<file path="config.mk">
export PLATFORM = sky130hd
export DESIGN_NAME = game_session_ctrl_flat
export DESIGN_NICKNAME = d
export VERILOG_FILES = /design/src/rtl/game_session_ctrl_if.sv /design/src/rtl/game_session_ctrl.sv /design/src/flat_wrapper.sv
export SDC_FILE = /design/constraint.sdc
export NUM_CORES = 1
export LEC_CHECK = 0
export CORE_ASPECT_RATIO = 1.2
export CORE_MARGIN = 3
export CORE_UTILIZATION = 35
export DETAILED_ROUTE_END_ITERATION = 8
export HOLD_SLACK_MARGIN = 0.02
export PLACE_DENSITY = 0.53
export SYNTH_ARGS = -nofsm -noshare
export SYNTH_HDL_FRONTEND = slang
export SYNTH_SLANG_ARGS = --single-unit
export TNS_END_PERCENT = 30
</file>
<file path="constraint.sdc">
create_clock -name clk -period 7.3 [get_ports clk]
set_clock_uncertainty 0.15 [all_clocks]
set_input_delay 2.19 -clock clk [delete_from_list [all_inputs] [get_ports clk]]
set_output_delay 2.19 -clock clk [all_outputs]
set_load 0.03 [all_outputs]
</file>
<file path="src/rtl/game_session_ctrl_if.sv">
// Session controller signal bundle: raw player/playfield inputs in, session status out.
// The slave side is the controller; the master side drives start/dead and observes.
interface game_session_ctrl_if;
   logic        start;
   logic        dead;
   logic        game_rst;
   logic        run;
   logic [15:0] cur_time;
   logic [15:0] best_time;
   logic        new_record;
   logic [1:0]  state;

   modport master (
      output start, dead,
      input  game_rst, run, cur_time, best_time, new_record, state
   );

   modport slave (
      input  start, dead,
      output game_rst, run, cur_time, best_time, new_record, state
   );
endinterface

</file>
<file path="src/rtl/game_session_ctrl.sv">
// Game session sequencer IDLE -> ARM -> PLAY -> OVER with start debounce, playfield reset,
// BCD survival timer and best-time record.
module game_session_ctrl #(
   parameter int unsigned TICK_CYCLES     = 10_000_000,
   parameter int unsigned DEBOUNCE_CYCLES = 1_000_000,
   parameter int unsigned RST_CYCLES      = 2_097_152
) (
   input logic               clk,
   input logic               rst,
   game_session_ctrl_if.slave bus
);

   localparam int unsigned TickW = (TICK_CYCLES > 1) ? $clog2(TICK_CYCLES) : 1;
   localparam int unsigned DebW  = (DEBOUNCE_CYCLES > 1) ? $clog2(DEBOUNCE_CYCLES) : 1;
   localparam int unsigned RstW  = (RST_CYCLES > 1) ? $clog2(RST_CYCLES) : 1;

   localparam logic [TickW-1:0] TickLast = TickW'(TICK_CYCLES - 1);
   localparam logic [DebW-1:0]  DebLast  = DebW'(DEBOUNCE_CYCLES - 1);
   localparam logic [RstW-1:0]  RstLast  = RstW'(RST_CYCLES - 1);
   localparam logic [15:0]      TimeMax  = 16'h9999;

   typedef enum logic [1:0] {
      StIdle = 2'b00,
      StArm  = 2'b01,
      StPlay = 2'b10,
      StOver = 2'b11
   } state_e;

   function automatic logic [15:0] bcd_inc(input logic [15:0] v);
      logic [15:0] r;
      logic        carry;
      r     = v;
      carry = 1'b1;
      for (int i = 0; i < 4; i++) begin
         if (carry) begin
            if (r[4*i +: 4] == 4'd9) begin
               r[4*i +: 4] = 4'd0;
            end else begin
               r[4*i +: 4] = r[4*i +: 4] + 4'd1;
               carry       = 1'b0;
            end
         end
      end
      return r;
   endfunction

   logic            start_s1_q, start_s2_q;
   logic            dead_s1_q, dead_s2_q, dead_prev_q;
   logic            deb_q, deb_d;
   logic [DebW-1:0] deb_cnt_q, deb_cnt_d;
   logic            start_evt, dead_evt;

   state_e           state_q, state_d;
   logic [RstW-1:0]  arm_cnt_q, arm_cnt_d;
   logic [TickW-1:0] tick_cnt_q, tick_cnt_d;
   logic [15:0]      cur_q, cur_d;
   logic [15:0]      best_q, best_d;
   logic             new_record_q, new_record_d;
   logic             game_rst_q, run_q;

   always_ff @(posedge clk or posedge rst) begin
      if (rst) begin
         start_s1_q  <= 1'b0;
         start_s2_q  <= 1'b0;
         dead_s1_q   <= 1'b0;
         dead_s2_q   <= 1'b0;
         dead_prev_q <= 1'b0;
         deb_q       <= 1'b0;
         deb_cnt_q   <= '0;
      end else begin
         start_s1_q  <= bus.start;
         start_s2_q  <= start_s1_q;
         dead_s1_q   <= bus.dead;
         dead_s2_q   <= dead_s1_q;
         dead_prev_q <= dead_s2_q;
         deb_q       <= deb_d;
         deb_cnt_q   <= deb_cnt_d;
      end
   end

   // Counter tracks consecutive samples that disagree with the debounced level.
   always_comb begin
      deb_d     = deb_q;
      deb_cnt_d = '0;
      start_evt = 1'b0;
      if (start_s2_q != deb_q) begin
         if (deb_cnt_q == DebLast) begin
            deb_d     = start_s2_q;
            start_evt = start_s2_q;
         end else begin
            deb_cnt_d = deb_cnt_q + 1'b1;
         end
      end
   end

   assign dead_evt = dead_s2_q & ~dead_prev_q;

   always_comb begin
      state_d      = state_q;
      arm_cnt_d    = arm_cnt_q;
      tick_cnt_d   = tick_cnt_q;
      cur_d        = cur_q;
      best_d       = best_q;
      new_record_d = 1'b0;
      unique case (state_q)
         StIdle, StOver: begin
            if (start_evt) begin
               state_d   = StArm;
               cur_d     = '0;
               arm_cnt_d = '0;
            end
         end
         StArm: begin
            if (arm_cnt_q == RstLast) begin
               if (!dead_s2_q) begin
                  state_d    = StPlay;
                  tick_cnt_d = '0;
               end
            end else begin
               arm_cnt_d = arm_cnt_q + 1'b1;
            end
         end
         StPlay: begin
            if (tick_cnt_q == TickLast) begin
               tick_cnt_d = '0;
               if (cur_q != TimeMax) cur_d = bcd_inc(cur_q);
            end else begin
               tick_cnt_d = tick_cnt_q + 1'b1;
            end
            // Record compare sees this cycle's tick; BCD orders like plain binary.
            if (dead_evt) begin
               state_d = StOver;
               if (cur_d > best_q) begin
                  best_d       = cur_d;
                  new_record_d = 1'b1;
               end
            end
         end
      endcase
   end

   always_ff @(posedge clk or posedge rst) begin
      if (rst) begin
         state_q      <= StIdle;
         arm_cnt_q    <= '0;
         tick_cnt_q   <= '0;
         cur_q        <= '0;
         best_q       <= '0;
         new_record_q <= 1'b0;
         game_rst_q   <= 1'b0;
         run_q        <= 1'b0;
      end else begin
         state_q      <= state_d;
         arm_cnt_q    <= arm_cnt_d;
         tick_cnt_q   <= tick_cnt_d;
         cur_q        <= cur_d;
         best_q       <= best_d;
         new_record_q <= new_record_d;
         game_rst_q   <= (state_d == StArm);
         run_q        <= (state_d == StPlay);
      end
   end

   assign bus.state      = state_q;
   assign bus.game_rst   = game_rst_q;
   assign bus.run        = run_q;
   assign bus.cur_time   = cur_q;
   assign bus.best_time  = best_q;
   assign bus.new_record = new_record_q;

endmodule
</file>
<file path="src/flat_wrapper.sv">
// flat-port wrapper written by rule: the top's interface ports become plain ports
module game_session_ctrl_flat 
#(
   parameter int unsigned TICK_CYCLES     = 10_000_000,
   parameter int unsigned DEBOUNCE_CYCLES = 1_000_000,
   parameter int unsigned RST_CYCLES      = 2_097_152
)
  (clk, rst, bus_start, bus_dead, bus_game_rst, bus_run, bus_cur_time, bus_best_time, bus_new_record, bus_state);
  game_session_ctrl_if bus_i ();
  input logic clk;
  input logic rst;
  input wire logic [$bits(bus_i.start)-1:0] bus_start;
  input wire logic [$bits(bus_i.dead)-1:0] bus_dead;
  output wire logic [$bits(bus_i.game_rst)-1:0] bus_game_rst;
  output wire logic [$bits(bus_i.run)-1:0] bus_run;
  output wire logic [$bits(bus_i.cur_time)-1:0] bus_cur_time;
  output wire logic [$bits(bus_i.best_time)-1:0] bus_best_time;
  output wire logic [$bits(bus_i.new_record)-1:0] bus_new_record;
  output wire logic [$bits(bus_i.state)-1:0] bus_state;
  assign bus_i.start = bus_start;
  assign bus_i.dead = bus_dead;
  assign bus_game_rst = bus_i.game_rst;
  assign bus_run = bus_i.run;
  assign bus_cur_time = bus_i.cur_time;
  assign bus_best_time = bus_i.best_time;
  assign bus_new_record = bus_i.new_record;
  assign bus_state = bus_i.state;
  game_session_ctrl #(.TICK_CYCLES(TICK_CYCLES), .DEBOUNCE_CYCLES(DEBOUNCE_CYCLES), .RST_CYCLES(RST_CYCLES)) u_core (.clk(clk), .rst(rst), .bus(bus_i));
endmodule
</file>
## Word-level counts from Yosys, hierarchy flattened

Index checks and enable logic that the tools add are counted.

| storage, ports and cells | value |
|---|---|
| input port bits | 4 |
| register bits | 108 |
| output and inout port bits | 37 |

| cells by class | value |
|---|---|
| reductions and logical operators | 10 |
| muxes and demuxes | 45 |
| eq/ne operators | 18 |
| bitwise logic cells | 2 |
| add/subtract/negate cells | 7 |
| $lt $le $gt $ge | 1 |

Operator list:

| cell | count |
|---|---|
| 2-to-1 mux 24 bit | 3 |
| 2-to-1 mux 16 bit | 4 |
| one-hot mux 24 bit (2 select lines) | 1 |
| 2-to-1 mux 21 bit | 2 |
| one-hot mux 21 bit (2 select lines) | 1 |
| 2-to-1 mux 20 bit | 2 |
| one-hot mux 16 bit (2 select lines) | 1 |
| 2-to-1 mux 4 bit | 7 |
| adder 24 x 1 -> 24 bit (second input constant) | 1 |
| == test 24 bit (second input constant) | 1 |
| adder 21 x 1 -> 21 bit (second input constant) | 1 |
| == test 21 bit (second input constant) | 1 |
| adder 20 x 1 -> 20 bit (second input constant) | 1 |
| == test 20 bit (second input constant) | 1 |
| 2-to-1 mux 1 bit | 19 |
| adder 4 x 1 -> 4 bit (second input constant) | 4 |
| == test 4 bit (second input constant) | 4 |
| greater-than comparator 16 bit | 1 |
| != test 16 bit (second input constant) | 1 |
| AND reduction 3 bit | 3 |
| 2-to-1 mux 2 bit | 4 |
| == test 2 bit (second input constant) | 3 |
| one-hot mux 2 bit (3 select lines) | 1 |
| nonzero test 2 bit | 3 |
| 9 further kinds | 13 |

## Depth between registers and ports, before layout

| depth | value |
|---|---|
| depth after elaboration | 21 |
| gate-level depth with buffers | 17 |
| depth with buffers taken out | 15 |

## Least setup slack after synthesis

OpenSTA, ideal clock, no wires.

| path | value |
|---|---|
| path kind | register to register |
| from | reg u_core.tick_cnt_q[0] |
| to | reg u_core.best_q[10] (netlist: u_core.bus.best_time[10]) |
| required time | 7.025 ns |
| slack | 3.157 ns |
| cell stages (with the launch flop) | 17 |
| setup time | 0.125 ns |
| arrival time | 3.868 ns |
| cells stage by stage | dfrtp_1 -> ha_1 -> nand3_1 -> or3_1 -> clkbuf_1 -> or3_1 -> or2_1 -> a21oi_1 -> inv_1 -> ha_1 -> nand4_1 -> nor4_1 -> a21boi_0 -> o31ai_1 -> inv_1 -> clkbuf_1 -> mux2_2 |

| between the ends | value |
|---|---|
| cells in the longest elaborated chain, start to end | 5 |

RTL lines:

| item | line | source |
|---|---|---|
| start: declaration | game_session_ctrl.sv:55 | `logic [TickW-1:0] tick_cnt_q, tick_cnt_d;` |
| start signal: assignment | game_session_ctrl.sv:155 | `tick_cnt_q <= tick_cnt_d;` |
| == test 24 bit * | game_session_ctrl.sv:124 | `if (tick_cnt_q == TickLast) begin` |
| 2-to-1 mux 16 bit * | game_session_ctrl.sv:124 |  |
| 2-to-1 mux 16 bit * | game_session_ctrl.sv:105 | `unique case (state_q)` |
| greater-than comparator 16 bit | game_session_ctrl.sv:133 | `if (cur_d > best_q) begin` |
| AND reduction 3 bit (no source line) | n/a |  |
| end signal: assignment | game_session_ctrl.sv:157 | `best_q <= best_d;` |
| end: declaration | game_session_ctrl.sv:57 | `logic [15:0] best_q, best_d;` |

Mark *: on every way between the ends. The rest lies on a longest branch, timed or not. The select of a mux whose other input is x is not followed.
A chain may end at the register's enable or synchronous reset.

## Final worst setup path

| path | value |
|---|---|
| from | reg u_core.tick_cnt_q[0] |
| to | reg u_core.best_q[11] (netlist: u_core.bus.best_time[11]) |

The elaborated chain is that of the path after synthesis.

==> results.md <==
* Initial Util at 0.3590
* CP Launch Type: flop
* Wire length per cell at ~15 µm
* Clock tree buffer depth at 2
* Gr ovfl total at 0
* WP data arrival at ~4.8 ns
* Final setup margin at 2.631 ns
* Proportion of layout cells with a drive suffix above 1 at 0.07278
* Core ar. at 0.01692 mm²
* CTS clk-pin slew, worst paths at approximately 0.08 ns
* P per Cell Area at between 150 and 200 mW/mm²
* VDD IR max at slightly above 0.00009 V
* Hold/Removal Path Class: reg -> reg
* Crit path kind: reg -> reg
* Post-detail-place hpwl at roughly 9600 µm
* Fraction of registers with async set/reset at 1.000
* Resized Gates After CTS at 0
* Fill cells at approximately 1700
* Antenna Nets Post-Route at 0
* First-pass GRT wire length at between 20000 and 25000 µm
* Slew Limit Fails at 0
* Pin count of the biggest net entering global routing at 73
* Area contributors post-synth: dfrtp_1 (44%), ha_1 (6.0%), nor2_1 (4.6%)
* Final Hold Fails at 0
* Footprint of the multi-input gates at around 0.0032 mm²
* Setup crit end kind: flop
* Period utilization at 0.6396
* CTS Hold Bufs at 0
* Netlist area before placement at just over 0.006 mm²
* Cell variety after synth at 60
* Ys Warns at 0
* Achievable Freq at approximately 210 MHz
* Final routed DRC violation total at 0
* TritonCTS clock tree: done
* DR vias/cell at around 5.4
* Antenna diodes at 0
* Least-Margin Pin Slew at about 1.1 ns
* GRT met2 Usage at 0.2665
* Nets at between 700 and 800
* Final Wtd Congestion at about 0.82
* Final setup TNS at 0 ns
* Initial antenna violation count at 0
* Vias in the first global route at roughly 4800
* Seq cells post-synth at between 100 and 150
* Drt first-iter violations at 273
* M3 GR Usage at 0.02200
* Worst Path Required at 7.40 ns
* Final WL at around 14000 µm
* Storage cell area at 0.002703 mm²
* M1 GR Usage at 0.1851
* Clock sink count at 108
* Setup bufs post-CTS at 0
* I/O pin cnt at 41
* Syn Nets at between 600 and 700
* Cell leakage power at 2.923 nW
* Syn_area_per_cell at roughly 9.4 µm²
* Setup violators final at 0
* CTS Root Cell: clkbuf_16
* Port Buffer Count at 40
* Die footprint at between 0.015 and 0.02 mm²
* GRT Total Usage at 0.1485
* Area leader, netlist: dfrtp_1
* Pre-CTS WS at between 2 and 3 ns
* GRT busiest layer: met2
* Die height at approximately 150 µm
* Post-synthesis sequential area ratio at 0.4450
* Main synth FF type: dfrtp_1
* H-tree levels at 3
* Number of enable flip-flop cells after synthesis at 0
* Mapped Cells at between 600 and 700
* DIE WIDTH at 126.3 µm
* CP max FO at 12
* Site Rows at between 50 and 60
* Cell count of the worst hold path at 0
* Unrepaired setup endpoints after global routing: no
* Insertion delay to the later sink of the worst-skew pair at 0.36 ns
* Placed cell count at between 800 and 900
* Total of max-cap violations at 0
* Top cell type's share of synthesized area at 0.4450
* Synth cell count leaders: dfrtp_1 (108), nor2_1 (74), nand2_1 (55)
* Drt first pass iters at 4
* Outcome: finished clean
* DR vias at between 4000 and 5000
* Worst relative slew slack at 0.2237
* Post-Layout Cell Count at about 900
* Top-count cell post-synth: dfrtp_1
* CTS Buf Count at 9
* Worst Reg-to-Reg Cells at 15
* Final worst path period need at about 4.7 ns
* P&R area growth vs syn at 14.94%
-- logic make-up (layout without fill, tap and decap cells) --
logic type	after synthesis	in the layout	synth area share
XOR/XNOR	36	36	0.05192
buffers and inverters	53	92	0.03440
flip-flops	108	108	0.4450
adder cells (fa/ha/maj)	29	29	0.05974
multiplexers	24	24	0.04326
AND/OR/NAND/NOR	272	272	0.2316
AO/OA/AOI/OAI	126	126	0.1341
-- layout make-up --
class / instances / share of cell area
clock inverter: 5 / 0.007528
sequential: 108 / 0.3872
timing repair buffer: 44 / 0.06166
multi-input combinational: 487 / 0.4540
tap: 216 / 0.03872
clock buffer: 11 / 0.03334
inverter: 32 / 0.01757
-- sequential cells by signal, summed over array words and instances, names as in the netlist, 2 cells and up --
name,count
u_core.arm_cnt_q,21
u_core.bus.best_time,16
u_core.bus.cur_time,16
u_core.bus.state,2
u_core.deb_cnt_q,20
u_core.tick_cnt_q,24
-- report_power, final --
part           total (mW)  internal (mW)  switching, mW  leakage (nW)
logic              0.0194        0.00381         0.0156          1.29
registers           0.602          0.601        0.00177          1.50
clock network       0.487          0.265          0.222         0.139
-- final timing paths --
path | from | endpoint | slack [ns]
worst min-delay path | u_core.start_s1_q | u_core.start_s2_q | 0.20
worst max-delay path | u_core.tick_cnt_q[0] | u_core.bus.best_time[11] | 2.63
max in group asynchronous | rst | u_core.bus.game_rst | 3.71
min in group asynchronous | rst | u_core.bus.best_time[3] | 2.22
worst max register to register | u_core.tick_cnt_q[0] | u_core.bus.best_time[11] | 2.63
worst min register to register | u_core.start_s1_q | u_core.start_s2_q | 0.20
-- placed cells by master (no fill, tap or decap), types with 3 or more instances in the layout --
cell type        count
nand2_1             55
inv_1               31
clkdlybuf4s50_1     40
nor2b_1              4
nor4b_1              5
or3_1                8
clkbuf_16            9
nand3b_1             6
nor3_2               3
nand4_1             17
a21o_1               4
buf_4                4
o22ai_1              3
nor2_1              74
mux2_2              18
a41oi_1              3
or2_2                3
a31oi_1              9
clkinv_2             3
dfrtp_1            108
xnor2_1             25
and2_1               4
a22o_1               6
ha_1                29
o21ai_0             46
mux2i_1              6
nor3_1              18
and4_1               3
and3_1              16
nor4_1               9
o31ai_1             17
nand3_1             31
a21oi_1             18
xor2_1              11
-- critical path: stages, from the launching register on --
cell and delay [ns]:
dfrtp_1 0.42, ha_1 0.24, nand3_1 0.13, or3_1 0.47, or3_1 0.48, or2_1 0.27, a21oi_1 0.26, inv_1 0.07
ha_1 0.29, nand4_1 0.11, nor4_1 0.38, a21boi_0 0.27, o31ai_1 0.09, buf_4 0.18, inv_1 0.34, mux2_2 0.39
-- metal layers --
layer / share of wire / wire length, µm / vias to the layer above
li1: - / - / 2402
met1: 0.45 / 6152 / 2375
met2: 0.51 / 6992 / 54
met3: 0.022 / 301 / 11
met4: 0.012 / 164 / 0
met5: 0 / 0 / -
-- per-stage QoR --
step	total power [mW]	utilization	hold slack, ns	instance area (µm²)
finish	1.109	0.4126	0.2005	6980
global route	1.157	0.4126	0.2197	6980
CTS	1.128	0.4126	0.2027	6980
detailed placement	0.6348	0.3958	0.1863	6695
global placement	0.6344	0.3958	0.1867	6695
floorplan	0.6269	-	0.1812	6073
(Power assumes the default switching activity.)
